**src/rtl/wb_mem_arbiter.sv**
```systemverilog
// Two-master / one-slave Wishbone arbiter for the user-project memory port.
// Round-robin with grant hold, DMA burst cap and a no-ack timeout that errors the stalled master.
module wb_mem_arbiter #(
    parameter int unsigned MAX_BURST = 4,
    parameter int unsigned TIMEOUT   = 16
) (
    input  logic        wb_clk_i,
    input  logic        wb_rst_n,
    input  logic        m0_cyc_i,
    input  logic        m0_stb_i,
    input  logic        m0_we_i,
    input  logic [3:0]  m0_sel_i,
    input  logic [31:0] m0_adr_i,
    input  logic [31:0] m0_dat_i,
    output logic        m0_ack_o,
    output logic        m0_err_o,
    output logic [31:0] m0_dat_o,
    input  logic        m1_cyc_i,
    input  logic        m1_stb_i,
    input  logic        m1_we_i,
    input  logic [3:0]  m1_sel_i,
    input  logic [31:0] m1_adr_i,
    input  logic [31:0] m1_dat_i,
    output logic        m1_ack_o,
    output logic        m1_err_o,
    output logic [31:0] m1_dat_o,
    output logic        s_cyc_o,
    output logic        s_stb_o,
    output logic        s_we_o,
    output logic [3:0]  s_sel_o,
    output logic [31:0] s_adr_o,
    output logic [31:0] s_dat_o,
    input  logic [31:0] s_dat_i,
    input  logic        s_ack_i,
    output logic [1:0]  grant_o,
    output logic        timeout_o
);

    localparam int unsigned BeatW = $clog2(MAX_BURST + 1);
    localparam int unsigned WaitW = $clog2(TIMEOUT + 1);
    localparam logic [BeatW-1:0] BeatMax  = BeatW'(MAX_BURST);
    localparam logic [WaitW-1:0] WaitMax  = WaitW'(TIMEOUT);
    localparam logic [WaitW-1:0] WaitLast = WaitW'(TIMEOUT - 1);

    typedef enum logic [2:0] {IDLE, GNT0, GNT1, ERR0, ERR1} state_e;

    state_e           state_q, state_d;
    logic             last_q, last_d;   // 1'b0 = M0 held the last grant, 1'b1 = M1
    logic [BeatW-1:0] beat_q, beat_d;
    logic [WaitW-1:0] wait_q, wait_d;

    logic             req0, req1;
    logic             sel1, cur_cyc, cur_stb, oth_req, beat_ack;
    logic [BeatW-1:0] beat_inc;

    assign req0 = m0_cyc_i & m0_stb_i;
    assign req1 = m1_cyc_i & m1_stb_i;

    always_ff @(posedge wb_clk_i or negedge wb_rst_n) begin
        if (!wb_rst_n) begin
            state_q <= IDLE;
            last_q  <= 1'b1;
            beat_q  <= '0;
            wait_q  <= '0;
        end else begin
            state_q <= state_d;
            last_q  <= last_d;
            beat_q  <= beat_d;
            wait_q  <= wait_d;
        end
    end

    // Next-state, counters and the combinational bus mux.
    always_comb begin
        state_d   = state_q;
        last_d    = last_q;
        beat_d    = beat_q;
        wait_d    = wait_q;
        s_cyc_o   = 1'b0;
        s_stb_o   = 1'b0;
        s_we_o    = 1'b0;
        s_sel_o   = '0;
        s_adr_o   = '0;
        s_dat_o   = '0;
        m0_ack_o  = 1'b0;
        m0_err_o  = 1'b0;
        m0_dat_o  = '0;
        m1_ack_o  = 1'b0;
        m1_err_o  = 1'b0;
        m1_dat_o  = '0;
        grant_o   = 2'b00;
        timeout_o = 1'b0;

        sel1     = (state_q == GNT1);
        cur_cyc  = sel1 ? m1_cyc_i : m0_cyc_i;
        cur_stb  = sel1 ? m1_stb_i : m0_stb_i;
        oth_req  = sel1 ? req0 : req1;
        beat_ack = s_ack_i & cur_stb;
        beat_inc = (beat_q == BeatMax) ? beat_q : beat_q + 1'b1;

        case (state_q)
            IDLE: begin
                // Ties go to whichever master did not hold the previous grant.
                if (req0 && (!req1 || last_q)) begin
                    state_d = GNT0;
                    beat_d  = '0;
                    wait_d  = '0;
                end else if (req1) begin
                    state_d = GNT1;
                    beat_d  = '0;
                    wait_d  = '0;
                end
            end
            GNT0, GNT1: begin
                if (sel1) begin
                    s_cyc_o  = m1_cyc_i;
                    s_stb_o  = m1_stb_i;
                    s_we_o   = m1_we_i;
                    s_sel_o  = m1_sel_i;
                    s_adr_o  = m1_adr_i;
                    s_dat_o  = m1_dat_i;
                    m1_ack_o = s_ack_i & m1_stb_i;
                    m1_dat_o = s_dat_i;
                    grant_o  = 2'b10;
                end else begin
                    s_cyc_o  = m0_cyc_i;
                    s_stb_o  = m0_stb_i;
                    s_we_o   = m0_we_i;
                    s_sel_o  = m0_sel_i;
                    s_adr_o  = m0_adr_i;
                    s_dat_o  = m0_dat_i;
                    m0_ack_o = s_ack_i & m0_stb_i;
                    m0_dat_o = s_dat_i;
                    grant_o  = 2'b01;
                end

                if (!cur_cyc) begin
                    state_d = IDLE;
                    last_d  = sel1;
                end else if (beat_ack) begin
                    // An ack on the threshold cycle beats the timeout.
                    wait_d = '0;
                    beat_d = beat_inc;
                    if ((beat_inc >= BeatMax) && oth_req) begin
                        state_d = IDLE;
                        last_d  = sel1;
                    end
                end else if (cur_stb) begin
                    wait_d = (wait_q == WaitMax) ? wait_q : wait_q + 1'b1;
                    if (wait_q == WaitLast) begin
                        state_d = sel1 ? ERR1 : ERR0;
                    end
                end
            end
            ERR0: begin
                m0_err_o  = 1'b1;
                timeout_o = 1'b1;
                state_d   = IDLE;
                last_d    = 1'b0;
            end
            ERR1: begin
                m1_err_o  = 1'b1;
                timeout_o = 1'b1;
                state_d   = IDLE;
                last_d    = 1'b1;
            end
            default: begin
                state_d = IDLE;
            end
        endcase
    end

endmodule

```
**config.mk**
```make
export PLATFORM = sky130hd
export DESIGN_NAME = wb_mem_arbiter
export DESIGN_NICKNAME = d
export VERILOG_FILES = /design/src/rtl/wb_mem_arbiter.sv
export SDC_FILE = /design/constraint.sdc
export NUM_CORES = 1
export LEC_CHECK = 0
export CORE_AREA = 2 2 126 128
export CTS_CLUSTER_SIZE = 24
export DETAILED_ROUTE_END_ITERATION = 16
export DIE_AREA = 0 0 128 130
export PLACE_DENSITY = 0.55
export SYNTH_ARGS = -nofsm -noshare
export SYNTH_HDL_FRONTEND = slang
export SYNTH_SLANG_ARGS = --single-unit
export TNS_END_PERCENT = 20
```
**constraint.sdc**
```tcl
create_clock -name wb_clk_i -period 3.53 [get_ports wb_clk_i]
set_input_delay 0.8825 -clock wb_clk_i [delete_from_list [all_inputs] [get_ports wb_clk_i]]
set_output_delay 0.8825 -clock wb_clk_i [all_outputs]
set_load 0.01 [all_outputs]
```
* Word level (Yosys, flattened, before mapping)
Cells that the tools add are included.
** Word-level totals
- Register bits :: 12
- Bits in latches :: 0
- RAM bits :: 0
- ROM bits :: 0
- Bits of input ports :: 177
- Output and inout port bits :: 142
- Word-level logic and storage cells :: 94
- Memories kept :: 0
** Cells by class
- Add/subtract/negate cells :: 2
- $mul :: 0
- Div/mod/pow operators :: 0
- Magnitude comparators :: 1
- Equal/unequal tests :: 17
- Shift operators :: 0
- Multiplexer cells :: 52
- Bitwise operators :: 5
- Reductions and logical operators :: 13
** Operators by type and width (count)
- 32-bit 2-to-1 mux :: 8
- 3-bit 2-to-1 mux :: 13
- 5-bit 2-to-1 mux :: 6
- 1-bit 2-to-1 mux :: 17
- 3-bit != test, second input constant :: 5
- 4-bit != test, second input constant :: 3
- 3-bit case mux with 2 select lines :: 2
- 5-bit case mux with 2 select lines :: 1
- 4-bit 2-to-1 mux :: 2
- 4-bit AND reduction :: 2
- 3-bit by 2-bit equality test with 1-bit output, second input constant :: 2
- 3-bit equality test, second input constant :: 2
- 5-bit by 1-bit adder with 5-bit output, second input constant :: 1
- 1-bit AND :: 5
- 5-bit by 4-bit equality test with 1-bit output, second input constant :: 1
- 5-bit equality test, second input constant :: 1
- 5-bit AND reduction :: 1
- 2-bit 2-to-1 mux :: 2
- 2-bit != test, second input constant :: 2
- 2-bit OR reduction :: 2
- 3-bit by 1-bit adder with 3-bit output, second input constant :: 1
- 3-bit by 1-bit equality test with 1-bit output, second input constant :: 1
- 3-bit >= comparator, second input constant :: 1
- 3-bit zero test :: 1
- other kinds (7) :: 8

* Logic depth before layout (Yosys ltp)
Gate-level depths: netlist of the first run.
- Word-level depth :: 8
- Depth in mapped cells :: 7
- Depth with buffers taken out :: 7

* Worst setup path before layout of the first run
No wires, ideal clock.
- Path kind :: register to output
- From :: reg state_q[2]
- To :: out s_adr_o[10]
- Arrival :: 1.623 ns
- Data required time :: 2.648 ns
- Path slack :: 1.025 ns
- Stages on the path, launching flop included :: 7
- Path buffers :: 3
- Cells stage by stage :: dfrtp_1 -> buf_2 -> nand2b_1 -> nor2_1 -> clkbuf_1 -> clkbuf_1 -> a22o_1
** On the way
- Word-level cells in the longest chain between the ends :: 3
- Elaborated cells between the ends (all ways) :: 5
- Classes of those cells :: 2 x eq/ne; 2 x mux; 1 x reduce/logical
** RTL lines
- start, declared :: line 47 : state_e state_q, state_d;
- start signal, assigned :: line 66 : state_q <= state_d;
- 3-bit by 2-bit equality test with 1-bit output / 3-bit by 1-bit equality test with 1-bit output (equally long branches) :: line 94, 101
- 32-bit 2-to-1 mux / 2-bit OR reduction (equally long branches) :: line 115, 101
- 32-bit 2-to-1 mux (*) :: line 101 : case (state_q)
- end, declared :: line 31 : output logic [31:0] s_adr_o,
Mark *: on every way between the ends. The rest lies on a longest branch, timed or not.

* Worst setup path in the final report of the first run
- From :: reg state_q[0]
- To :: out s_dat_o[5]
** On the way
- Word-level cells in the longest chain between the ends :: 3
- Elaborated cells between the ends (all ways) :: 5
- Classes of those cells :: 2 x eq/ne; 2 x mux; 1 x reduce/logical
** RTL lines
- 3-bit by 2-bit equality test with 1-bit output / 3-bit by 1-bit equality test with 1-bit output (equally long branches) :: line 94, 101
- 32-bit 2-to-1 mux / 2-bit OR reduction (equally long branches) :: line 115, 101
- 32-bit 2-to-1 mux (*) :: line 101
- end, declared :: line 32 : output logic [31:0] s_dat_o,
Marks and branches as above.

==> metrics, run 1 <==
status finished, final reports clean; RSZ-0062 raised after global routing no; Max-Cap Viols 0; crit path max fanout 38; Total Neg Setup Slack 0 ps; FF-to-FF path depth 6; layout cells sized above 1 0.0432; Hold Path End wait_q[4]; fillers 1,585; clk_skew 0.922 ps; CP Class flop to output pin; CORE AREA 0.0154 sq mm; gate count of the mapped netlist 273; routed vias 3,346; antenna viol nets, final 0; clk buf depth 2; Syn. warnings 0; FF/Latch Area 302 sq um; syn_nets 455; clock root buffer clkbuf_16; DRC viols 0; synthesized area per cell 7.56 sq um; Setup Fix Bufs, Post-CTS 0; worst slew pin tran 627 ps; initial antenna violation count 0; # rows 46; most common cell after layout, fill and taps aside clkdlybuf4s50_1; Die ar. 0.0166 sq mm; DP Worst Slack 251 ps; crit path capture type output pin; H-tree depth 1; Tot Pwr 3.24 mW; setup slack after layout 254 ps; Fin. Hold Viols 0; total grt overflow 0; worst-skew pair later-pin latency 240 ps; clock-pin slew on the worst setup and hold paths 50 ps; Pre-antenna DRT Iters 4; Post-DP HPWL 11,100 microns; vias in the first global route 3,252; Port Buffers 318; cts repair resizes 0; Starting Density 0.134; largest net degree at the start of global routing 51; CTS Buf Count 3; PD cells 579 mW/mm^2; Multi-input gate area 0.00162 sq mm; Post-Route WL 13,100 microns; Vias/cell 4.34; Req. time, crit path 2650 ps; n_diodes 0; die width 128 microns; R2R Path End state_q[1]; CP arrival 2390 ps; hold slack final 517 ps; number of library cell types mapped by synthesis 37; Seq/Total Area, Yosys 0.146; Max Fclk 305 MHz; hold crit path type flop to flop; first-pass GRT wire length 18,200 microns; Min-Delay Startpoint wait_q[4]; GRT Total Usage 0.140; worst relative slew slack 0.581; Chip Height 130 microns; nets@finish 762; CTS tree built; Mapped Area 0.00206 sq mm; flop2flop setup slack 1300 ps; reg2reg start state_q[0]; Worst Setup Start Kind flop; Worst Hold Depth 2; most frequent cells in the layout clkdlybuf4s50_1, a22o_1, and2_1, nand2_1, dfrtp_1; WL/cell 17.0 microns; final core utilization 0.363; Layout area overhead 171%; endpoints failing setup 0; Top Ports 319; CTS sink count 12; #FFs+latches synth 12; RD Place Congestion 0.794; # hold bufs at CTS 0; fin. max-slew vios 0; Tmin final 3280 ps; part of the cycle the worst path needs 0.928; DR iter-0 viols 118; Leak 2.16 nW; maximum VDD drop 0.211 mV
layer usage:
metal  vias to the layer above  track usage  routed length, microns
met5                         -            0                       0
li1                       1618            -                       -
met2                       187        0.260                    6590
met4                         0       0.0194                      69
met1                      1537        0.162                    5150
met3                         4       0.0422                    1280
cells by family after synthesis:
kind of cell             share of synthesized area
AO/OA/AOI/OAI                                0.387
XOR/XNOR                                   0.00425
adder cells (fa/ha/maj)                     0.0303
buffers and inverters                       0.0716
flip-flops                                   0.146
multiplexers                                0.0412
AND/OR/NAND/NOR                              0.320
cell type report:
cell class,instances,area share
well taps,192,0.0429
repair buffers,331,0.592
flip-flops and latches,12,0.0538
clock buffers,4,0.0159
multi-input cells,224,0.290
inverters,8,0.00536
registers in the layout (all words and copies together), names as in the netlist:
signal and flops:
beat_q 3, state_q 3, wait_q 5, last_q 1
cell usage after synthesis, drive strengths merged:
| library cell | number | area [sq um] |
|---|---|---|
| a21o | 2 | 15.0 |
| a21oi | 7 | 35.0 |
| a22o | 70 | 613 |
| a22oi | 1 | 7.51 |
| a31oi | 3 | 18.8 |
| and2 | 65 | 407 |
| and3 | 3 | 18.8 |
| and4 | 1 | 8.76 |
| buf | 8 | 38.8 |
| clkbuf | 21 | 78.8 |
| dfrtp | 11 | 275 |
| dfstp | 1 | 26.3 |
| ha | 5 | 62.6 |
| inv | 8 | 30.0 |
| mux2 | 4 | 45.0 |
| mux2i | 4 | 40.0 |
| nand2 | 13 | 48.8 |
| nand2b | 3 | 18.8 |
| nand3 | 2 | 10.0 |
| nand3b | 6 | 45.0 |
| nor2 | 10 | 37.5 |
| nor2b | 1 | 6.26 |
| nor3 | 5 | 25.0 |
| nor3b | 1 | 18.8 |
| nor4b | 1 | 8.76 |
| o2111ai | 1 | 8.76 |
| o211ai | 2 | 15.0 |
| o21ai | 6 | 30.0 |
| o22ai | 1 | 6.26 |
| o2bb2ai | 1 | 8.76 |
| o31ai | 2 | 15.0 |
| o32ai | 1 | 8.76 |
| o41ai | 1 | 16.3 |
| or2 | 1 | 6.26 |
| xor2 | 1 | 8.76 |
critical path, cell delays in order, from the launching register on:
cell             delay [ps]
dfrtp_1                 520
nor3b_4                 320
buf_12                  240
buf_12                  220
a22o_1                  220
clkdlybuf4s50_1         580
per-stage QoR:
stage | cell area [sq um] | cells
6_report | 5600 | 771
4_1_cts | 5600 | 771
3_5_place_dp | 5510 | 767
3_3_place_gp | 5510 | 767
2_1_floorplan | 2060 | 273
5_1_grt | 5600 | 771
how the worst max path moves through the flow:
| stage | to | start |
|---|---|---|
| finish | s_dat_o[5] | state_q[0] |
| global route | m0_ack_o | m0_stb_i |
| CTS | m0_ack_o | m0_stb_i |
| detailed placement | m0_ack_o | m0_stb_i |
| global placement | m0_ack_o | m0_stb_i |
| floorplan | s_adr_o[10] | state_q[2] |
power breakdown:
group	internal [mW]	total, mW	switching (mW)
clock network	0.171	0.235	0.0632
logic	1.58	2.78	1.20
registers	0.181	0.232	0.0504
Power figures use the tool's default switching activity.
==> run 2: changes to the inputs <==
CAP_MARGIN = 15   (was default)
CORE_AREA = 2 2 123 125   (was 2 2 126 128)
DIE_AREA = 0 0 125 127   (was 0 0 128 130)
PLACE_DENSITY = 0.57   (was 0.55)
clock period = 3.1 ns   (was 3.53 ns; I/O delays follow)
==> metrics, run 2 (synthesis gave the netlist of run 1 again) <==
Worst Hold Depth 2 (unchanged); hold crit path type flop to flop; endpoints failing setup 0 (unchanged); DRC viols 0 (unchanged); Post-DP HPWL 11,900 microns (+7.2%); Chip Height 127 microns (-2.3%); Biggest register wait_q; clk_skew 1.64 ps (+0.714 ps); # hold bufs at CTS 0 (unchanged); fin. max-slew vios 0 (unchanged); GRT Total Usage 0.161 (+0.0210); DP Worst Slack 90.2 ps (-160 ps); worst slew pin tran 588 ps (-39.5 ps); final core utilization 0.392 (+0.0290); # rows 44 (-4.3%); Vias/cell 4.38 (+1.0%); max FFs per register 5 (unchanged); antenna viol nets, final 0 (unchanged); Req. time, crit path 2320 ps (-330 ps); CP Class flop to output pin; Tmin final 3000 ps; RSZ-0062 raised after global routing no; Setup Fix Bufs, Post-CTS 0 (unchanged); Max-Cap Viols 0 (unchanged); PD cells 668 mW/mm^2 (+15%); H-tree depth 1 (unchanged); worst-skew pair later-pin latency 240 ps (about the same); crit path max fanout 51 (+34%); Layout area overhead 174%; Die ar. 0.0159 sq mm (-4.6%); DR iter-0 viols 90 (-24%); RD Place Congestion 0.937 (+18%); cts repair resizes 0 (unchanged); vias in the first global route 3,527 (+8.5%); Starting Density 0.143 (+0.00928); CP arrival 2230 ps (-160 ps); Post-Route WL 13,600 microns (+4.1%); CORE AREA 0.0144 sq mm (-6.5%); Leak 2.20 nW (+1.8%); die width 125 microns (-2.3%); Port Buffers 318 (unchanged); flop2flop setup slack 930 ps (-370 ps); most common cell after layout, fill and taps aside clkdlybuf4s50_1; reg2reg start state_q[2]; n_diodes 0 (unchanged); largest net degree at the start of global routing 53 (+3.9%); maximum VDD drop 0.283 mV (+34%); FF-to-FF path depth 6 (unchanged); first-pass GRT wire length 20,300 microns (+11%); part of the cycle the worst path needs 0.968; layout cells sized above 1 0.0546 (+0.0114); CTS Buf Count 3 (unchanged); clock root buffer clkbuf_16; CTS sink count 12 (unchanged); Max Fclk 333 MHz; Worst Setup Start Kind flop; Fin. Hold Viols 0 (unchanged); CTS tree built; most frequent cells in the layout clkdlybuf4s50_1, a22o_1, and2_1, buf_4, nand2_1; nets@finish 769 (+0.92%); hold slack final 528 ps (+10.3 ps); Top Ports 319 (unchanged); biggest regs wait_q (5), beat_q (3), state_q (3); setup slack after layout 98.8 ps (-155 ps); worst relative slew slack 0.607 (+0.0264); total grt overflow 0 (unchanged); routed vias 3,375 (+0.87%); status finished, final reports clean; Total Neg Setup Slack 0 ps (unchanged); clock-pin slew on the worst setup and hold paths 50 ps (about the same); clk buf depth 2 (unchanged); Hold Path End wait_q[4]; crit path capture type output pin; Tot Pwr 3.78 mW (+17%); R2R Path End state_q[1]; Min-Delay Startpoint wait_q[4]; initial antenna violation count 0 (unchanged); Pre-antenna DRT Iters 4 (unchanged); WL/cell 17.7 microns (+4.3%)
==> run 2: cell types whose count changed in the layout (fill, tap and decap cells not counted) <==
cell	before	now
buf_12	3	4
buf_4	10	16
==> run 2: power breakdown <==
part           leakage [nW]  switching, mW  internal [mW]
clock network        0.0442         0.0721          0.195
logic                  2.00           1.41           1.85
registers             0.159         0.0467          0.207
==> run 2: routing by layer <==
metal,GRT usage,share of wire,up-vias
met5,0,0,-
met4,0.0288,0.014,0
met3,0.0373,0.082,13
met2,0.309,0.51,197
met1,0.183,0.40,1530
li1,-,-,1635
==> run 2: how the worst max path moves through the flow <==
stage / from / endpoint / slack (ps)
floorplan: state_q[2] / s_adr_o[10] / 700
global placement: m0_stb_i / m0_ack_o / 120
detailed placement: m0_stb_i / m0_ack_o / 90
CTS: m0_stb_i / m0_ack_o / 70
global route: m0_stb_i / m0_ack_o / 4
finish: state_q[2] / s_adr_o[28] / 100
==> run 2: layout make-up <==
type,instances,area [sq um]
clock buffers,4,88.8
fillers,1433,8770
inverters,8,30.0
multi-input cells,224,1620
flip-flops and latches,12,302
well taps,184,230
repair buffers,338,3380
==> run 2: worst max-delay path: stages (launching register included) <==
cell	delay, ps
dfrtp_1	440
nand2b_1	260
nor2_4	210
buf_12	250
a22o_1	180
clkdlybuf4s50_1	620
==> run 2: per-stage QoR <==
step	cell area, sq um	std cells
floorplan	2060	273
global placement	5570	766
CTS	5660	770
finish	5660	770
detailed placement	5570	766
global route	5660	770
==> run 3: changes to the inputs <==
ABC_AREA = 1   (was default)
CORE_AREA = 2 2 125 127   (was 2 2 123 125)
DIE_AREA = 0 0 127 129   (was 0 0 125 127)
PLACE_DENSITY = 0.58   (was 0.57)
==> metrics, run 3 <==
Vias/cell 4.07 (-7.2%); Post-DP HPWL 11,600 microns (-1.9%); Simple-Gate Fraction of Synth Area 0.517 (+0.197); syn_nets 663 (+46%); most frequent cells in the layout clkdlybuf4s50_1, nand2_1, nor2_1, a21oi_1, inv_1; total grt overflow 0 (unchanged); Syn. warnings 0 (unchanged); largest family of logic cells by synthesized area simple AND/OR/NAND/NOR gates; Chip Height 129 microns (+1.6%); R2R Path End wait_q[0]; Top Ports 319 (unchanged); PD cells 736 mW/mm^2 (+10%); number of synthesized flops with an enable pin 0 (unchanged); clock-pin slew on the worst setup and hold paths 40 ps (about the same); Mapped Area 0.00238 sq mm (+15%); setup slack after layout 103 ps (+4.26 ps); endpoints failing setup 0 (unchanged); hold crit path type flop to flop; CORE AREA 0.0150 sq mm (+3.8%); CTS tree built; Starting Density 0.159 (+0.0159); # rows 45 (+2.3%); Worst Setup Start Kind flop; #FFs+latches synth 12 (unchanged); GRT Total Usage 0.158 (-0.00320); n_diodes 0 (unchanged); gate count of the mapped netlist 481 (+76%); routed vias 3,981 (+18%); CTS sink count 12 (unchanged); FF-to-FF path depth 13 (+7); Leak 2.75 nW (+25%); Min-Delay Startpoint last_q; nets@finish 974 (+27%); Synth Area in Compound Gates 0.175 (-0.212); CP Class flop to output pin; worst slew pin tran 586 ps (-1.98 ps); fin. max-slew vios 0 (unchanged); vias in the first global route 3,703 (+5.0%); max FFs per register 5 (unchanged); # hold bufs at CTS 0 (unchanged); clock root buffer clkbuf_16; crit path capture type output pin; top-count cell post-synth nand2_1; hold slack final 468 ps (-59.1 ps); number of library cell types mapped by synthesis 30 (-19%); reg2reg start state_q[2]; Pre-antenna DRT Iters 4 (unchanged); Max-Cap Viols 0 (unchanged); Post-Route WL 14,400 microns (+5.9%); Die ar. 0.0164 sq mm (+3.2%); RD Place Congestion 0.784 (-16%); most common cell after layout, fill and taps aside clkdlybuf4s50_1; clk buf depth 2 (unchanged); Layout area overhead 151%; crit path max fanout 29 (-43%); Post-synth ARST share 1.00 (unchanged); CTS Buf Count 3 (unchanged); clk_skew 2.17 ps (+0.534 ps); Worst Hold Depth 2 (unchanged); Setup Fix Bufs, Post-CTS 0 (unchanged); first-pass GRT wire length 20,700 microns (+2.4%); CP arrival 2220 ps (about the same); initial antenna violation count 0 (unchanged); DRC viols 0 (unchanged); die width 127 microns (+1.6%); H-tree depth 1 (unchanged); final core utilization 0.399 (+0.00674); DR iter-0 viols 186 (+110%); worst relative slew slack 0.608 (+0.00132); Tmin final 3000 ps (-4.26 ps); biggest regs wait_q (5), beat_q (3), state_q (3); ys flop type dfrtp_1; Req. time, crit path 2320 ps (about the same); status finished, final reports clean; post-synthesis xor/xnor area fraction 0.0110 (+0.00679); Synth top area share 0.282 (-0.0150); maximum VDD drop 0.338 mV (+19%); leading area contributor after synthesis nand2_1; Fin. Hold Viols 0 (unchanged); mux share of post-synthesis cell area 0 (-0.0412); Max Fclk 334 MHz (+0.14%); antenna viol nets, final 0 (unchanged); worst-skew pair later-pin latency 240 ps (about the same); largest net degree at the start of global routing 44 (-17%); synthesized area per cell 4.95 sq um (-35%); Port Buffers 318 (unchanged); layout cells sized above 1 0.0556 (+0.00102); Hold Path End last_q; Seq/Total Area, Yosys 0.127 (-0.0195); WL/cell 14.8 microns (-17%); flop2flop setup slack 990 ps (+60 ps); Biggest register wait_q; most common library cells after synthesis nand2_1, nor2_1, a21oi_1, inv_1, nand3_1; top cells by area, synth nand2_1, a21oi_1, nor2_1; part of the cycle the worst path needs 0.967 (-0.00137); DP Worst Slack 145 ps (+55.0 ps); Adder-Cell Fraction of Synth Area 0.0263 (-0.00405)
## run 3: cell types whose count changed after synthesis, sizes merged, moves of 50 or more
cell   previous run  this run
and2             65         0
a21oi             7        68
nand2            13       183
nor2             10        79
inv               8        58
a22o             70         1
## run 3: logic make-up after synthesis
logic type / Yosys count
flops: 12
fa+ha+maj: 5
compound gates: 80
simple gates: 294
buf+inv: 87
xor+xnor: 3
## run 3: worst max path at each step
stage	to	slack, ps	cells past startpoint	start
3_5_place_dp	m1_ack_o	150	4	s_ack_i
2_1_floorplan	s_adr_o[10]	960	6	state_q[0]
6_report	s_adr_o[19]	100	8	state_q[2]
3_3_place_gp	s_dat_o[31]	120	4	m0_dat_i[31]
5_1_grt	s_adr_o[13]	-20	8	state_q[2]
4_1_cts	s_dat_o[2]	20	8	state_q[2]
## run 3: power breakdown
part | total, mW | internal (mW) | switching [mW]
sequential | 0.255 | 0.208 | 0.0474
clock | 0.265 | 0.195 | 0.0703
combinational | 3.87 | 1.82 | 2.05
total | 4.40 | 2.23 | 2.17
## run 3: routing by layer
layer / wire (microns) / global-route usage
met5: 0 / 0
met4: 0 / 0.00194
met3: 1040 / 0.0249
met2: 7190 / 0.284
met1: 6220 / 0.211
## run 3: stage by stage
| stage | cell area [sq um] | TNS (ps) | power [mW] | cells |
|---|---|---|---|---|
| 4_1_cts | 5910 | 0 | 4.40 | 978 |
| 3_5_place_dp | 5820 | 0 | 4.11 | 974 |
| 3_3_place_gp | 5820 | 0 | 4.14 | 974 |
| 5_1_grt | 5970 | -21.6 | 4.77 | 979 |
| 6_report | 5970 | 0 | 4.40 | 979 |
| 2_1_floorplan | 2380 | 0 | 2.09 | 481 |
## run 3: what timing repair did
item / 4_1_cts / 5_1_grt
gates resized for setup: 4 / 15
setup endpoints to repair: 33 / 50
hold endpoints to repair: 0 / 0
cloned: 0 / 1
## run 3: critical path: stages (launching register included)
cell and delay (ps):
dfrtp_1 410, inv_2 130, nand3_4 120, buf_12 190
inv_4 120, buf_12 170, nand2_1 70, a21oi_1 140
clkdlybuf4s50_1 610
## run 3: cell type report
type	instances	area, sq um
clock buffer	4	88.8
fill	1619	9000
tap	188	235
timing repair buffer	335	3390
sequential	12	302
multi-input combinational	382	1740
inverter	58	223
